[src/rtl/cop_host_seq_pkg.sv]
// Shared opcodes, bus request codes and sequencer states for the ADDI
// coprocessor host.
package cop_pkg;

    localparam logic [3:0] OPC_NOP     = 4'd0;
    localparam logic [3:0] OPC_ADDI    = 4'd1;
    localparam logic [3:0] REQ_OPERAND = 4'b0011;
    localparam logic [3:0] REQ_VALUE   = 4'b0001;

    typedef enum logic [2:0] {
        ST_IDLE,
        ST_WAIT_REQ,
        ST_SERVE,
        ST_WAIT_DONE,
        ST_WRITEBACK
    } state_t;

endpackage

[src/rtl/cop_host_seq_if.sv]
// Coprocessor pin bundle: the host drives opcode/immediate/bus, the
// coprocessor drives request code, result, carry and done.
interface cop_host_seq_if;

    logic [3:0] cop_opcode;
    logic [3:0] cop_imm;
    logic [3:0] cop_bus_req;
    logic [3:0] cop_bus_out;
    logic       cop_bus_oe;
    logic [3:0] cop_result;
    logic       cop_carry;
    logic       cop_done;

    modport master (
        output cop_opcode, cop_imm, cop_bus_out, cop_bus_oe,
        input  cop_bus_req, cop_result, cop_carry, cop_done
    );

    modport slave (
        input  cop_opcode, cop_imm, cop_bus_out, cop_bus_oe,
        output cop_bus_req, cop_result, cop_carry, cop_done
    );

endinterface

[src/rtl/cop_host_seq_regfile.sv]
// 4-bit register file: one synchronous write port, two asynchronous read
// ports (operand source and debug).
module cop_regfile #(
    parameter  int NREGS = 8,
    localparam int AW    = $clog2(NREGS)
) (
    input  logic          clk,
    input  logic          rst,
    input  logic          i_we,
    input  logic [AW-1:0] i_waddr,
    input  logic [3:0]    i_wdata,
    input  logic [AW-1:0] i_raddr_a,
    output logic [3:0]    o_rdata_a,
    input  logic [AW-1:0] i_raddr_b,
    output logic [3:0]    o_rdata_b
);

    logic [3:0] r_mem [NREGS];

    always_ff @(posedge clk or posedge rst) begin
        if (rst) begin
            for (int unsigned i = 0; i < NREGS; i++) begin
                r_mem[i] <= '0;
            end
        end else if (i_we) begin
            r_mem[i_waddr] <= i_wdata;
        end
    end

    assign o_rdata_a = r_mem[i_raddr_a];
    assign o_rdata_b = r_mem[i_raddr_b];

endmodule

[src/rtl/cop_host_seq.sv]
// Host sequencer: issues ADDI commands to the coprocessor, serves its operand
// request from the register file and writes the result/carry back.
module cop_host_seq
    import cop_pkg::*;
#(
    parameter  int NREGS   = 8,
    parameter  int TIMEOUT = 15,
    localparam int AW      = $clog2(NREGS)
) (
    input  logic          clk,
    input  logic          rst,
    input  logic          cmd_valid,
    output logic          cmd_ready,
    input  logic [3:0]    cmd_imm,
    input  logic [AW-1:0] cmd_rs,
    input  logic [AW-1:0] cmd_rd,
    input  logic          wr_en,
    input  logic [AW-1:0] wr_addr,
    input  logic [3:0]    wr_data,
    input  logic [AW-1:0] rd_addr,
    output logic [3:0]    rd_data,
    output logic          flag_c,
    output logic          rsp_valid,
    output logic          err,
    cop_host_seq_if.master cop
);

    state_t        r_state, w_state_next;
    logic [3:0]    r_wdog;
    logic [3:0]    w_wdog_inc;
    logic          r_val_seen, r_armed, r_err, r_flag_c, r_carry;
    logic [AW-1:0] r_rs, r_rd;
    logic [3:0]    r_result, r_opcode, r_imm, r_bus_out;
    logic          r_bus_oe;
    logic          w_accept, w_grant, w_release, w_capture, w_abort, w_expire;
    logic          w_we;
    logic [AW-1:0] w_waddr;
    logic [3:0]    w_wdata, w_rs_data;

    cop_regfile #(.NREGS(NREGS)) u_regfile (
        .clk       (clk),
        .rst       (rst),
        .i_we      (w_we),
        .i_waddr   (w_waddr),
        .i_wdata   (w_wdata),
        .i_raddr_a (r_rs),
        .o_rdata_a (w_rs_data),
        .i_raddr_b (rd_addr),
        .o_rdata_b (rd_data)
    );

    assign w_wdog_inc = r_wdog + 4'd1;
    assign w_expire   = (w_wdog_inc == 4'(TIMEOUT));

    always_ff @(posedge clk or posedge rst) begin
        if (rst) r_state <= ST_IDLE;
        else     r_state <= w_state_next;
    end

    // Progress in a wait state takes priority over a watchdog expiry in the same cycle.
    always_comb begin
        w_state_next = r_state;
        w_accept     = 1'b0;
        w_grant      = 1'b0;
        w_release    = 1'b0;
        w_capture    = 1'b0;
        w_abort      = 1'b0;
        case (r_state)
            ST_IDLE: if (cmd_valid) begin
                w_accept     = 1'b1;
                w_state_next = ST_WAIT_REQ;
            end
            ST_WAIT_REQ: if (cop.cop_bus_req == REQ_OPERAND) begin
                w_grant      = 1'b1;
                w_state_next = ST_SERVE;
            end else if (w_expire) w_abort = 1'b1;
            ST_SERVE: if (r_val_seen) begin
                w_release    = 1'b1;
                w_state_next = ST_WAIT_DONE;
            end else if (w_expire) w_abort = 1'b1;
            ST_WAIT_DONE: if (cop.cop_done && r_armed) begin
                w_capture    = 1'b1;
                w_state_next = ST_WRITEBACK;
            end else if (w_expire) w_abort = 1'b1;
            ST_WRITEBACK: w_state_next = ST_IDLE;
            default:      w_state_next = ST_IDLE;
        endcase
        if (w_abort) w_state_next = ST_IDLE;
    end

    always_comb begin
        w_we    = 1'b0;
        w_waddr = wr_addr;
        w_wdata = wr_data;
        if (r_state == ST_WRITEBACK) begin
            w_we    = 1'b1;
            w_waddr = r_rd;
            w_wdata = r_result;
        end else if (r_state == ST_IDLE) begin
            w_we    = wr_en;
        end
    end

    always_ff @(posedge clk or posedge rst) begin
        if (rst) begin
            r_wdog     <= '0;
            r_val_seen <= 1'b0;
            r_armed    <= 1'b0;
            r_err      <= 1'b0;
            r_flag_c   <= 1'b0;
            r_carry    <= 1'b0;
            r_rs       <= '0;
            r_rd       <= '0;
            r_result   <= '0;
            r_opcode   <= OPC_NOP;
            r_imm      <= '0;
            r_bus_out  <= '0;
            r_bus_oe   <= 1'b0;
        end else begin
            r_err <= w_abort;
            if (r_state != w_state_next || r_state == ST_IDLE || r_state == ST_WRITEBACK)
                r_wdog <= '0;
            else
                r_wdog <= w_wdog_inc;
            if (w_accept) begin
                r_rs     <= cmd_rs;
                r_rd     <= cmd_rd;
                r_imm    <= cmd_imm;
                r_opcode <= OPC_ADDI;
                r_armed  <= 1'b0;
            end
            if (w_grant) begin
                r_bus_out  <= w_rs_data;
                r_bus_oe   <= 1'b1;
                r_val_seen <= 1'b0;
            end
            if (r_state == ST_SERVE && cop.cop_bus_req == REQ_VALUE) r_val_seen <= 1'b1;
            if (w_release || w_abort) r_bus_oe <= 1'b0;
            // A done left high by the previous op only counts after it has been seen low.
            if (r_state == ST_WAIT_DONE && !cop.cop_done) r_armed <= 1'b1;
            if (w_capture) begin
                r_result <= cop.cop_result;
                r_carry  <= cop.cop_carry;
            end
            if (w_capture || w_abort) r_opcode <= OPC_NOP;
            if (r_state == ST_WRITEBACK) r_flag_c <= r_carry;
        end
    end

    assign cmd_ready       = (r_state == ST_IDLE);
    assign rsp_valid       = (r_state == ST_WRITEBACK);
    assign err             = r_err;
    assign flag_c          = r_flag_c;
    assign cop.cop_opcode  = r_opcode;
    assign cop.cop_imm     = r_imm;
    assign cop.cop_bus_out = r_bus_out;
    assign cop.cop_bus_oe  = r_bus_oe;

endmodule
[src/flat_wrapper.sv]
// flat-port wrapper written by rule: the top's interface ports become plain ports
module cop_host_seq_flat import cop_pkg::*;
#(
    parameter  int NREGS   = 8,
    parameter  int TIMEOUT = 15,
    localparam int AW      = $clog2(NREGS)
)
  (clk, rst, cmd_valid, cmd_ready, cmd_imm, cmd_rs, cmd_rd, wr_en, wr_addr, wr_data, rd_addr, rd_data, flag_c, rsp_valid, err, cop_cop_opcode, cop_cop_imm, cop_cop_bus_out, cop_cop_bus_oe, cop_cop_bus_req, cop_cop_result, cop_cop_carry, cop_cop_done);
  cop_host_seq_if cop_i ();
  input  logic clk;
  input  logic rst;
  input  logic cmd_valid;
  output logic cmd_ready;
  input  logic [3:0] cmd_imm;
  input  logic [AW-1:0] cmd_rs;
  input  logic [AW-1:0] cmd_rd;
  input  logic wr_en;
  input  logic [AW-1:0] wr_addr;
  input  logic [3:0] wr_data;
  input  logic [AW-1:0] rd_addr;
  output logic [3:0] rd_data;
  output logic flag_c;
  output logic rsp_valid;
  output logic err;
  output wire logic [$bits(cop_i.cop_opcode)-1:0] cop_cop_opcode;
  output wire logic [$bits(cop_i.cop_imm)-1:0] cop_cop_imm;
  output wire logic [$bits(cop_i.cop_bus_out)-1:0] cop_cop_bus_out;
  output wire logic [$bits(cop_i.cop_bus_oe)-1:0] cop_cop_bus_oe;
  input wire logic [$bits(cop_i.cop_bus_req)-1:0] cop_cop_bus_req;
  input wire logic [$bits(cop_i.cop_result)-1:0] cop_cop_result;
  input wire logic [$bits(cop_i.cop_carry)-1:0] cop_cop_carry;
  input wire logic [$bits(cop_i.cop_done)-1:0] cop_cop_done;
  assign cop_cop_opcode = cop_i.cop_opcode;
  assign cop_cop_imm = cop_i.cop_imm;
  assign cop_cop_bus_out = cop_i.cop_bus_out;
  assign cop_cop_bus_oe = cop_i.cop_bus_oe;
  assign cop_i.cop_bus_req = cop_cop_bus_req;
  assign cop_i.cop_result = cop_cop_result;
  assign cop_i.cop_carry = cop_cop_carry;
  assign cop_i.cop_done = cop_cop_done;
  cop_host_seq #(.NREGS(NREGS), .TIMEOUT(TIMEOUT)) u_core (.clk(clk), .rst(rst), .cmd_valid(cmd_valid), .cmd_ready(cmd_ready), .cmd_imm(cmd_imm), .cmd_rs(cmd_rs), .cmd_rd(cmd_rd), .wr_en(wr_en), .wr_addr(wr_addr), .wr_data(wr_data), .rd_addr(rd_addr), .rd_data(rd_data), .flag_c(flag_c), .rsp_valid(rsp_valid), .err(err), .cop(cop_i));
endmodule
[config.mk]
export PLATFORM = sky130hd
export DESIGN_NAME = cop_host_seq_flat
export DESIGN_NICKNAME = d
export VERILOG_FILES = /design/src/rtl/cop_host_seq_pkg.sv /design/src/rtl/cop_host_seq_if.sv /design/src/rtl/cop_host_seq_regfile.sv /design/src/rtl/cop_host_seq.sv /design/src/flat_wrapper.sv
export SDC_FILE = /design/constraint.sdc
export NUM_CORES = 1
export LEC_CHECK = 0
export BUFFER_PORTS_ARGS = -buffer_cell sky130_fd_sc_hd__buf_2
export CAP_MARGIN = 20
export CORE_MARGIN = 2
export CORE_UTILIZATION = 35
export CTS_CLUSTER_DIAMETER = 60
export DETAILED_ROUTE_END_ITERATION = 10
export SETUP_SLACK_MARGIN = 0.3
export SYNTH_ARGS = -nofsm -noshare
export SYNTH_HDL_FRONTEND = slang
export SYNTH_SLANG_ARGS = --single-unit
[constraint.sdc]
create_clock -name clk -period 2.4 [get_ports clk]
set_clock_uncertainty 0.05 [all_clocks]
set_input_delay 0 -clock clk [delete_from_list [all_inputs] [get_ports clk]]
set_output_delay 0 -clock clk [all_outputs]
set_load 0.03 [all_outputs]
==> impl_metrics.tcl <==
set metrics [dict create \
    status "finished clean" \
    final_area_um2 4120 \
    netlist_area_um2 3300 \
    grt_pass1_wl_mm 12.0 \
    ant_nets 0 \
    synth_ff_type "dfrtp_1" \
    max_freq_ghz 0.519 \
    dpl_cell_area_um2 3680 \
    final-hold-violation-count 0 \
    regArea_um2 1600 \
    portBuffers 51 \
    antenna_found_initial 0 \
    cp.required_ns 2.58 \
    finalCritPeriodShare_pct 80.3 \
    max_slew_margin_pct 46.6 \
    cts_tree "done" \
    clock-sinks 64 \
    insertion_delay_ns 0.34 \
    syn_avg_cell_area_um2 13.1 \
    tightest_slew_ns 0.800 \
    final_max_slew_viol_count 0 \
    cap_violations 0 \
    drive_gt1_share_pct 46.6 \
    grt_max_degree 65 \
    multi_input_area_um2 1620 \
    drcViolationCount 0 \
    p_leak_nw 1.87 \
    peakVddDrop_v 0.000343 \
    diodes 0 \
    synth-edff-count 0 \
    final_nets 366 \
    synth_compound_area_share_pct 4.75 \
    start_kind "flop" \
    synth_top_family_by_area "multiplexers" \
    routabilityCongestion 0.822 \
    grt_use_total_pct 15.6 \
    synth_warnings 0 \
    clk_path_buf_depth 2 \
    rows 35 \
    synth_seq_cells 64 \
    synth_fa_ha_area_share_pct 0.759 \
    crit_type "reg2reg" \
    clkTransAtPathRegs_ns 0.07 \
    numCtsBuffers 9 \
    async_reset_ff_share_pct 100 \
    setup_tns_ns 0 \
    grt_pass1_vias 2292 \
    die_h_um 101 \
    synth-xor-area-share_pct 0.532 \
    synth-seq-area-share_pct 48.6 \
    nFillCells 852 \
    r2r_cells 4 \
    syn_to_final_growth_pct 24.9 \
    grt.overflow.total 0 \
    drt_pass1_iterations 4 \
    end_kind "flop" \
    cts_root_buf "clkbuf_8" \
    routed_wl_mm 7.31 \
    crit_arrival_ns 2.10 \
    yosysUniqueCellTypes 47 \
    ctsHtreeMaxLevel 3 \
    critPathSlowestCell "or3b_4" \
    cts_setup_buffers 0 \
    design.die.area_um2 10200 \
    syn_inst 251 \
    io_pins 55 \
    setup_viol 0 \
    viasPerCell 5.05 \
    drtIter0Drc 106 \
    synthMuxAreaShare_pct 30.9 \
    vias 2252 \
    power_density_nw_per_um2 1160 \
    synth_simple_gate_area_share_pct 11.4 \
    die-width_um 101 \
    cp_max_fo 8 \
    rsz0062_at_grt "no" \
    layout_min_cycle_time_ns 1.93 \
    min_path_cells 4 \
    coreArea_um2 9200 \
    start_util_pct 35.8 \
    hp-class "in2reg" \
    dp_hpwl_mm 5.21 \
    slowest_delay_ns 0.50 \
    avgRoutedWirePerCell_um 16.4 \
    path_cells "or3b_4 -> mux2i_4 -> nor2_2 -> mux2_2" \
    utilization_pct 44.8 \
]
[metal layers]
metal,vias up,global-route usage [%],wire [um]
li1,1063,-,-
met1,1116,21.1,3370
met2,56,24.4,3480
met3,17,3.40,283
met4,0,6.65,187
met5,-,0,0
[cell usage after synthesis (3+ instances only)]
cell	n	area, um^2
nor2b_1	5	31.3
inv_1	4	15.0
mux2_1	4	45.0
buf_2	5	25.0
mux4_2	16	360
nor3b_1	3	22.5
mux2i_1	4	40.0
nand2_1	27	101
buf_4	3	22.5
a21oi_1	3	15.0
mux2_2	47	529
nand3_1	3	15.0
dfrtp_1	64	1600
nor3_1	3	15.0
clkbuf_1	3	11.3
o21ai_0	8	40.0
nor2_1	12	45.0
[layout by cell type (no fill, tap or decap), drive strengths merged, types with 4 or more instances in the layout]
master       netlist  routed
dfrtp             64      64
buf               10      59
mux2              51      51
nand2             28      28
dlygate4sd3        0      20
mux4              16      16
nor2              12      12
clkbuf             3      10
o21ai             10      10
nor2b              6       6
mux2i              6       6
nor3b              5       5
inv                4       4
clkinv             1       4
[final timing paths]
check                             startpoint                          to  slack [ns]
max                        u_core.r_state[1]  u_core.u_regfile.r_mem[29]        0.47
min                                cmd_valid           u_core.r_state[0]        0.04
max reg2reg                u_core.r_state[1]  u_core.u_regfile.r_mem[29]        0.47
min reg2reg                   u_core.r_carry               u_core.flag_c        0.42
max in group asynchronous                rst              u_core.r_rd[1]        1.38
min in group asynchronous                rst   u_core.cop.cop_bus_out[0]        0.38
[power by group]
group / total [W] / internal, W / switching [W]
combinational: 0.00181 / 0.000983 / 0.000827
sequential: 0.00195 / 0.00154 / 0.000416
clock: 0.00103 / 0.000607 / 0.000419
total: 0.00479 / 0.00313 / 0.00166
[kinds of logic (layout without fill, tap and decap cells)]
| family | count (synthesis) | count (layout) |
|---|---|---|
| AOI/OAI and AO/OA | 23 | 23 |
| xor gates and xnor gates | 2 | 2 |
| adders and majority gates | 2 | 2 |
| buffers and inverters | 18 | 100 |
| DFF | 64 | 64 |
| muxes | 73 | 73 |
| other | 1 | 3 |
| and+or+nand+nor | 68 | 68 |
[flip-flops by register name, summed over array words and instances, names as in the netlist]
signal,cells
u_core.r_rd,3
u_core.r_armed,1
u_core.r_rs,3
u_core.cop.cop_bus_oe,1
u_core.cop.cop_opcode,1
u_core.err,1
u_core.u_regfile.r_mem,32
u_core.r_val_seen,1
u_core.r_wdog,4
u_core.r_state,3
u_core.cop.cop_bus_out,4
u_core.r_result,4
u_core.cop.cop_imm,4
u_core.r_carry,1
u_core.flag_c,1
[stage by stage]
step	power (W)	hold WS, ns	std cells	setup WS, ns
after floorplan	0.00325	0.101	253	0.525
after global placement	0.00370	0.184	410	0.104
after detailed placement	0.00374	0.185	410	0.0784
after CTS	0.00482	0.0187	446	0.444
after global routing	0.00509	0.0719	446	0.304
final	0.00479	0.0373	446	0.472
[layout make-up]
class                           count  area share [%]
Tap cell                          111            3.37
Clock inverter                      6            2.01
Clock buffer                       10            3.34
Sequential cell                    64            38.9
Timing Repair Buffer               79            12.5
Multi-Input combinational cell    171            39.3
Inverter                            5           0.577
[worst max-delay path, delay by kind of cell (launching register included)]
| family | cells | cell delay (ns) |
|---|---|---|
| muxes | 2 | 0.61 |
| DFF | 1 | 0.38 |
| and+or+nand+nor | 2 | 0.77 |
[what timing repair did]
item / CTS / global route
endpoints found under the setup margin: 19 / 1
hold endpoints to repair: 81 / 0
hold buffers: 20 / 0
pin swaps: 0 / 0
gates resized for setup: 2 / 1
(Power assumes the default switching activity.)
